--- src/rtl/axi_slv_resp_engine.sv ---
// AXI4 slave response engine: drains write-response queue onto B and
// read header/data queues onto R with registered, valid/ready-safe outputs.
// Optional error counters: define AXI_SLV_RESP_ERR_CNT_EN.
module axi_slv_resp_engine #(
  parameter int ID_W   = 4,
  parameter int DATA_W = 256,
  parameter int LEN_W  = 8,
  parameter int RESP_W = 2
) (
  input  logic              clk,
  input  logic              rst,
  input  logic              wr_resp_valid,
  input  logic [ID_W-1:0]   wr_resp_id,
  input  logic [RESP_W-1:0] wr_resp_code,
  output logic              wr_resp_pop,
  input  logic              rd_hdr_valid,
  input  logic [ID_W-1:0]   rd_hdr_id,
  input  logic [RESP_W-1:0] rd_hdr_code,
  input  logic [LEN_W-1:0]  rd_hdr_len,
  output logic              rd_hdr_pop,
  input  logic              rd_data_valid,
  input  logic [DATA_W-1:0] rd_data,
  output logic              rd_data_pop,
  output logic [ID_W-1:0]   BID,
  output logic [RESP_W-1:0] BRESP,
  output logic              BVALID,
  input  logic              BREADY,
  output logic [ID_W-1:0]   RID,
  output logic [DATA_W-1:0] RDATA,
  output logic [RESP_W-1:0] RRESP,
  output logic              RLAST,
  output logic              RVALID,
  input  logic              RREADY
`ifdef AXI_SLV_RESP_ERR_CNT_EN
  ,
  output logic [15:0]       b_err_cnt,
  output logic [15:0]       r_err_cnt
`endif
);

  typedef enum logic {
    R_IDLE,
    R_BURST
  } r_state_t;

  r_state_t            r_state;

  logic                r_bvalid;
  logic [ID_W-1:0]     r_bid;
  logic [RESP_W-1:0]   r_bresp;

  logic [ID_W-1:0]     r_id_q;
  logic [RESP_W-1:0]   r_code_q;
  logic [LEN_W-1:0]    r_len_q;
  logic [LEN_W:0]      r_beat_cnt;

  logic                r_rvalid;
  logic [ID_W-1:0]     r_rid;
  logic [DATA_W-1:0]   r_rdata;
  logic [RESP_W-1:0]   r_rresp;
  logic                r_rlast;

  logic                w_b_free;
  logic                w_wr_pop;
  logic                w_r_free;
  logic                w_err;
  logic                w_last;
  logic                w_r_load;
  logic                w_hdr_take;

  assign w_b_free   = !r_bvalid || BREADY;
  assign w_wr_pop   = w_b_free && wr_resp_valid;

  assign w_r_free   = !r_rvalid || RREADY;
  assign w_err      = r_code_q[1];
  assign w_last     = (r_beat_cnt == {1'b0, r_len_q});
  assign w_r_load   = (r_state == R_BURST) && w_r_free &&
                      (rd_data_valid || w_err);
  assign w_hdr_take = (r_state == R_IDLE) && rd_hdr_valid;

  // Queue pops are held low while reset is asserted.
  assign wr_resp_pop = w_wr_pop && !rst;
  assign rd_hdr_pop  = w_hdr_take && !rst;
  assign rd_data_pop = w_r_load && !w_err && !rst;

  assign BID    = r_bid;
  assign BRESP  = r_bresp;
  assign BVALID = r_bvalid;

  assign RID    = r_rid;
  assign RDATA  = r_rdata;
  assign RRESP  = r_rresp;
  assign RLAST  = r_rlast;
  assign RVALID = r_rvalid;

  // B slot: load on pop, clear on handshake without a refill.
  always_ff @(posedge clk or posedge rst) begin
    if (rst) begin
      r_bvalid <= 1'b0;
      r_bid    <= '0;
      r_bresp  <= '0;
    end else if (w_wr_pop) begin
      r_bvalid <= 1'b1;
      r_bid    <= wr_resp_id;
      r_bresp  <= wr_resp_code;
    end else if (BREADY) begin
      r_bvalid <= 1'b0;
    end
  end

  // R FSM: latch header in idle, then emit len+1 beats into the R slot.
  always_ff @(posedge clk or posedge rst) begin
    if (rst) begin
      r_state    <= R_IDLE;
      r_id_q     <= '0;
      r_code_q   <= '0;
      r_len_q    <= '0;
      r_beat_cnt <= '0;
      r_rvalid   <= 1'b0;
      r_rid      <= '0;
      r_rdata    <= '0;
      r_rresp    <= '0;
      r_rlast    <= 1'b0;
    end else begin
      if (w_r_load) begin
        r_rvalid   <= 1'b1;
        r_rid      <= r_id_q;
        r_rresp    <= r_code_q;
        r_rlast    <= w_last;
        r_rdata    <= w_err ? '0 : rd_data;
        r_beat_cnt <= r_beat_cnt + (LEN_W+1)'(1);
      end else if (RREADY) begin
        r_rvalid   <= 1'b0;
      end
      unique case (r_state)
        R_IDLE: begin
          if (rd_hdr_valid) begin
            r_id_q     <= rd_hdr_id;
            r_code_q   <= rd_hdr_code;
            r_len_q    <= rd_hdr_len;
            r_beat_cnt <= '0;
            r_state    <= R_BURST;
          end
        end
        R_BURST: begin
          if (w_r_load && w_last) begin
            r_state <= R_IDLE;
          end
        end
      endcase
    end
  end

`ifdef AXI_SLV_RESP_ERR_CNT_EN
  logic [15:0] r_b_err_cnt;
  logic [15:0] r_r_err_cnt;

  assign b_err_cnt = r_b_err_cnt;
  assign r_err_cnt = r_r_err_cnt;

  // Saturating counts of error responses handed to the master.
  always_ff @(posedge clk or posedge rst) begin
    if (rst) begin
      r_b_err_cnt <= '0;
      r_r_err_cnt <= '0;
    end else begin
      if (r_bvalid && BREADY && r_bresp[1] &&
          (r_b_err_cnt != 16'hFFFF)) begin
        r_b_err_cnt <= r_b_err_cnt + 16'd1;
      end
      if (r_rvalid && RREADY && r_rlast && r_rresp[1] &&
          (r_r_err_cnt != 16'hFFFF)) begin
        r_r_err_cnt <= r_r_err_cnt + 16'd1;
      end
    end
  end
`endif

endmodule
--- config.mk ---
export PLATFORM = sky130hd
export DESIGN_NAME = axi_slv_resp_engine
export DESIGN_NICKNAME = d
export VERILOG_FILES = /design/src/rtl/axi_slv_resp_engine.sv
export SDC_FILE = /design/constraint.sdc
export NUM_CORES = 1
export LEC_CHECK = 0
export CAP_MARGIN = 0
export CELL_PAD_IN_SITES_DETAIL_PLACEMENT = 1
export CELL_PAD_IN_SITES_GLOBAL_PLACEMENT = 1
export CORE_AREA = 5 5 214 216
export CTS_BUF_LIST = sky130_fd_sc_hd__clkbuf_16
export DETAILED_ROUTE_END_ITERATION = 7
export DIE_AREA = 0 0 219 221
export PLACE_DENSITY = 0.84
export SLEW_MARGIN = 20
export SYNTH_ARGS = -nofsm -noshare
export SYNTH_HDL_FRONTEND = slang
export SYNTH_SLANG_ARGS = --single-unit
--- constraint.sdc ---
create_clock -name clk -period 13.9 [get_ports clk]
set_input_delay 2.085 -clock clk [delete_from_list [all_inputs] [get_ports clk]]
set_output_delay 2.085 -clock clk [all_outputs]
set_load 0.01 [all_outputs]
==> flow_summary.yaml, run 1 <==
global_routing:
  grt_pass1_vias: 12400
  grt_max_degree: 123
  grt_pass1_wl_mm: 73.9
  grt.total_usage_pct: 19.5
  gr-total-overflow: 0
  antenna_found_initial: 3
floorplanning:
  start_util_pct: 28.6
  dieArea_sq_um: 48400
  coreArea_sq_um: 43700
  die_h_um: 221
  die_w_um: 219
  pin_count: 557
  std_cell_rows: 77
timing:
  period_needed_ps: 6180
  slew_headroom_pct: 26.4
  setup_slack_ps: 7720
  tightest_slew_ps: 1100
  tns_ps: 0
  setup_viol: 0
  slew_viol_final: 0
  fin_skew_ps: 9.65
  period_share_pct: 44.4
  rsz0062_at_grt: "no"
  hold_violations: 0
  fmaxAchievable_mhz: 162
cts:
  cts_buffers: 36
  cts_setup_buffers: 0
  cts_resized: 0
  root_buffer: "clkbuf_16"
  holdBufCountCts: 0
  htree_levels: 2
  path_clk_slew_ps: 50
  insertion_delay_ps: 530
  cts_buffer_depth: 3
  clock-sinks: 295
  cts_tree: "yes"
place:
  gp_congestion: 0.780
  hpwl_mm: 34.8
  port_buffers: 556
  dp.cells: 2346
  place_worst_setup_slack_ps: 7660
synthesis:
  ys_types: 36
  syn_inst: 1279
  synth-main-ff-cell: "dfrtp_1"
  synth_seq_cells: 295
  avgSynthCellArea_sq_um: 9.79
  yosysSeqAreaShare_pct: 59.0
  synth_top_area_share_pct: 59.0
  synth_edf_count: 0
  synth_top_cells_by_count: "nand2_1, dfrtp_1, nand3b_1"
  synthMostInstantiatedCell: "nand2_1"
  yosysTopAreaCell: "dfrtp_1"
  postSynthNetCount: 1563
  synthTopCellsByArea: "dfrtp_1, nand2_1, nand3b_1"
  synthArstFlopShare_pct: 100
  yosysWarnings: 0
  syn-cell-area_sq_um: 12500
drt:
  first_pass_iters: 5
  remaining_drc_errors: 0
  routed_wl_mm: 48.9
  drtIter0Drc: 682
  routedWlPerCell_um: 20.3
  vias: 11100
  routed_via_density: 4.63
  drtAntennaViolNets: 0
worst_setup_path:
  reg2reg_to: "RDATA[234]"
  crit_path_start: "RREADY"
  start_kind: "primary input"
  cp.arrival_ps: 4090
  cp_max_fo: 98
  r2r_setup_slack_ps: 10560
  r2r-start: "r_code_q[1]"
  crit_end: "rd_data_pop"
  path_class: "primary input to output pin"
  required_ps: 11810
  crit_path_end_kind: "output pin"
  r2r_cells: 5
layout:
  finalNonFillerCells: 2406
  syn2layout_area_growth_pct: 54.9
  multi_input_area_sq_um: 4540
  seq_area_sq_um: 7390
  nNetsFinal: 2076
  final_util_pct: 44.3
  layout-drive-gt1-share_pct: 3.70
  fillers: 4953
power:
  power_mw: 4.10
  power-per-cell-area_nw_per_um2: 212
  vdd_drop_max_mv: 0.127
  p_leak_nw: 9.02
run_status:
  status: "finished clean"
min_path:
  hp-class: "flop to flop"
  min_path_cells: 2
job:
  cap_violations: 0
cells in the final DEF, fill, tap and decap left out, types with 2 or more instances in the layout:
cell | Yosys | layout
nand2_1 | 580 | 580
clkdlybuf4s50_1 | 0 | 556
dfrtp_1 | 295 | 294
nand3b_1 | 256 | 256
clkbuf_16 | 0 | 37
buf_4 | 2 | 10
inv_1 | 1 | 8
xor2_1 | 6 | 6
nor2_1 | 6 | 6
mux2_2 | 6 | 6
clkinv_1 | 0 | 6
xnor2_1 | 5 | 5
nand2b_1 | 4 | 4
nand3_1 | 3 | 3
a21oi_1 | 3 | 3
clkinv_2 | 0 | 3
o311ai_0 | 2 | 2
o41ai_1 | 2 | 2
nand4_1 | 2 | 2
nor3_1 | 2 | 2
o21ai_0 | 2 | 2
bufinv_16 | 0 | 2
clkinv_4 | 0 | 2
layer usage:
metal	routed length, um	up-vias	GRT usage, %
met4	1340	2	6.30
met3	5280	71	8.45
met1	17900	5499	21.1
met2	24300	437	34.2
met5	7	-	0
li1	-	5125	-
flip-flops by register name, summed over array words and instances (netlist names):
signal      cells
r_code_q        2
RDATA         256
BRESP           2
BVALID          1
r_len_q         8
RID             4
RRESP           2
r_state         1
RLAST           1
r_beat_cnt      9
BID             4
RVALID          1
r_id_q          4
cell families (layout without fill, tap and decap cells):
family          count (synthesis)  after routing  synth area share, %
other cells                     0              1                    0
fa+ha+maj                       1              1               0.0999
buf+inv                        92            626                 4.91
xor+xnor                       11             11                0.769
flops                         295            295                 59.0
compound gates                 13             13                0.789
mux                             7              7                0.620
simple gates                  860            860                 33.9
worst min-delay path by stage:
| stage | startpoint | to | slack [ps] |
|---|---|---|---|
| 6_report | RDATA[63] | RDATA[63] | 460 |
| 5_1_grt | RDATA[205] | RDATA[205] | 490 |
| 4_1_cts | RDATA[161] | RDATA[161] | 470 |
| 3_5_place_dp | RDATA[161] | RDATA[161] | 460 |
| 3_3_place_gp | r_code_q[0] | RRESP[0] | 450 |
| 2_1_floorplan | r_id_q[0] | RID[0] | 440 |
stage by stage:
| stage | instance area (sq um) | hold WS, ps |
|---|---|---|
| 3_3_place_gp | 18300 | 445 |
| 4_1_cts | 19400 | 468 |
| 3_5_place_dp | 18300 | 455 |
| 6_report | 19400 | 463 |
| 2_1_floorplan | 12500 | 437 |
| 5_1_grt | 19400 | 485 |
report_power, final:
part,total [mW],internal [mW],switching [mW]
sequential,1.45,1.21,0.236
combinational,1.77,0.893,0.880
clock,0.882,0.516,0.366
total,4.10,2.62,1.48
worst max-delay path, stage by stage:
cell and delay, ps:
clkdlybuf4s50_1 440, nand2b_1 290, nand2_8 430, nor3_1 270
clkdlybuf4s50_1 570
layout make-up:
type	count	share of cell area (%)
well taps	592	3.82
clock buffers	37	4.77
repair buffers	566	29.1
multi-input cells	892	23.4
flip-flops and latches	295	38.1
diodes	1	0.0129
clock inverters	22	0.787
inverters	1	0.0581
(Power assumes the default switching activity.)
==> run 2, diff against run 1 <==
==> constraint.sdc (replaced) <==
create_clock -name clk -period 6.01 [get_ports clk]
set_input_delay 0.9015 -clock clk [delete_from_list [all_inputs] [get_ports clk]]
set_output_delay 0.9015 -clock clk [all_outputs]
set_load 0.01 [all_outputs]
==> run 2 against run 1 <==
  * Non-clock buffer count is 1 higher
  * Routed wire length is 1.1% lower
  * Total power is 130% higher
  * Worst hold slack hardly changed
  * Design area is 0.45% higher
  * Cell count is 0.17% higher
  * First-iteration DRC count is 10% lower
  * Critical path type unchanged
  * Largest cell class unchanged
  * Largest power group unchanged
==> flow_summary.yaml, run 2 (synthesized netlist as in run 1, its figures left out) <==
cts:
  cts_setup_buffers: 0
  cts_tree: "yes"
  cts_buffers: 35
  insertion_delay_ps: 520
  htree_levels: 2
  cts_buffer_depth: 3
  path_clk_slew_ps: 60
  root_buffer: "clkbuf_16"
  holdBufCountCts: 0
  clock-sinks: 295
  cts_resized: 0
power:
  power-per-cell-area_nw_per_um2: 487
  vdd_drop_max_mv: 0.270
  p_leak_nw: 9.04
place:
  place_worst_setup_slack_ps: 2230
  gp_congestion: 0.797
  hpwl_mm: 34.3
  dpl_cell_area_sq_um: 18400
  port_buffers: 556
timing:
  rsz0062_at_grt: "no"
  period_needed_ps: 3770
  fmaxAchievable_mhz: 265
  tns_ps: 0
  tightest_slew_ps: 1040
  slew_headroom_pct: 30.7
  period_share_pct: 62.8
  setup_slack_ps: 2240
  hold_violations: 0
  slew_viol_final: 0
  worst_hold_slack_ps: 463
  fin_skew_ps: 17.0
  setup_viol: 0
floorplanning:
  std_cell_rows: 77
  start_util_pct: 28.6
  coreArea_sq_um: 43700
  die_w_um: 219
  die_h_um: 221
  pin_count: 557
  dieArea_sq_um: 48400
worst_setup_path:
  cpPeakStageDelay_ps: 580
  r2r_setup_slack_ps: 3350
  cp_slowest_cell: "clkdlybuf4s50_1"
  cp.arrival_ps: 2870
  r2r_cells: 5
  crit_path_end_kind: "output pin"
  crit_end: "rd_data_pop"
  crit_top_cell: "clkdlybuf4s50_1"
  path_class: "primary input to output pin"
  crit_path_start: "RREADY"
  start_kind: "primary input"
  reg2reg_to: "RDATA[167]"
  cp_max_fo: 80
  r2r-start: "r_code_q[1]"
  required_ps: 5110
  critical_path.cell_chain: "clkdlybuf4s50_1, nand2b_1, nand2_8, nor3_1, clkdlybuf4s50_1"
drt:
  drtAntennaViolNets: 0
  routed_wl_mm: 48.3
  routedWlPerCell_um: 20.1
  routed_via_density: 4.62
  remaining_drc_errors: 0
  first_pass_iters: 6
  vias: 11100
  drtIter0Drc: 611
global_routing:
  grt_pass1_wl_mm: 73.2
  grt_max_degree: 175
  grt_pass1_vias: 12400
  grt.total_usage_pct: 19.2
  antenna_found_initial: 12
  gr-total-overflow: 0
layout:
  layout_commonest_cell: "nand2_1"
  layout-drive-gt1-share_pct: 3.86
  nNetsFinal: 2076
  final_design_area_no_fill_sq_um: 19500
  final_cell_mix: "nand2_1, clkdlybuf4s50_1, dfrtp_1"
  largest_register_ffs: 256
  syn2layout_area_growth_pct: 55.6
job:
  cap_violations: 0
run_status:
  status: "finished clean"
min_path:
  hp-class: "flop to flop"
## run 2: cell types whose count changed in the layout (fill, tap and decap cells not counted)
cell | before | now
clkinv_1 | 6 | 7
clkinv_2 | 3 | 6
inv_1 | 8 | 5
buf_16 | 0 | 1
buf_4 | 10 | 4
buf_6 | 0 | 2
clkinvlp_4 | 1 | 2
buf_12 | 0 | 4
inv_6 | 0 | 1
inv_8 | 1 | 0
diode_2 | 1 | 4
clkinv_4 | 2 | 0
## run 2: worst min-delay path by stage
stage	from	cells after the start	to
4_1_cts	RDATA[169]	2	RDATA[169]
2_1_floorplan	r_id_q[0]	2	RID[0]
3_5_place_dp	RDATA[87]	2	RDATA[87]
3_3_place_gp	RDATA[240]	2	RDATA[240]
6_report	RDATA[217]	2	RDATA[217]
5_1_grt	RDATA[169]	2	RDATA[169]
## run 2: worst max-delay path, delay by kind of cell
| family | cells | cell delay, ps |
|---|---|---|
| simple gates | 3 | 910 |
| buf+inv | 2 | 1050 |
## run 2: layout make-up
class / count / area, sq um
diodes: 4 / 10.0
clock buffers: 37 / 926
clock inverters: 22 / 151
fillers: 4940 / 24300
inverters: 1 / 7.51
multi-input cells: 892 / 4540
flip-flops and latches: 295 / 7390
well taps: 592 / 741
repair buffers: 567 / 5730
## run 2: per-layer routing
| layer | vias up | GRT usage, % | wire (um) |
|---|---|---|---|
| met2 | 420 | 32.6 | 23500 |
| met3 | 84 | 9.43 | 5550 |
| li1 | 5127 | - | - |
| met4 | 10 | 5.90 | 1520 |
| met5 | - | 0 | 68 |
| met1 | 5504 | 21.0 | 17600 |
## run 2: through the flow
stage	std cells	power (mW)	utilization, %
floorplan	1279	5.24	-
global placement	2346	7.35	42.0
detailed placement	2346	7.53	42.0
CTS	2405	9.65	44.4
global route	2410	10.1	44.5
finish	2410	9.48	44.5
## run 2: power by group
group / switching [mW] / leakage [nW] / internal, mW
combinational: 2.06 / 4.75 / 2.09
sequential: 0.504 / 3.74 / 2.80
clock: 0.835 / 0.550 / 1.19
total: 3.40 / 9.04 / 6.08
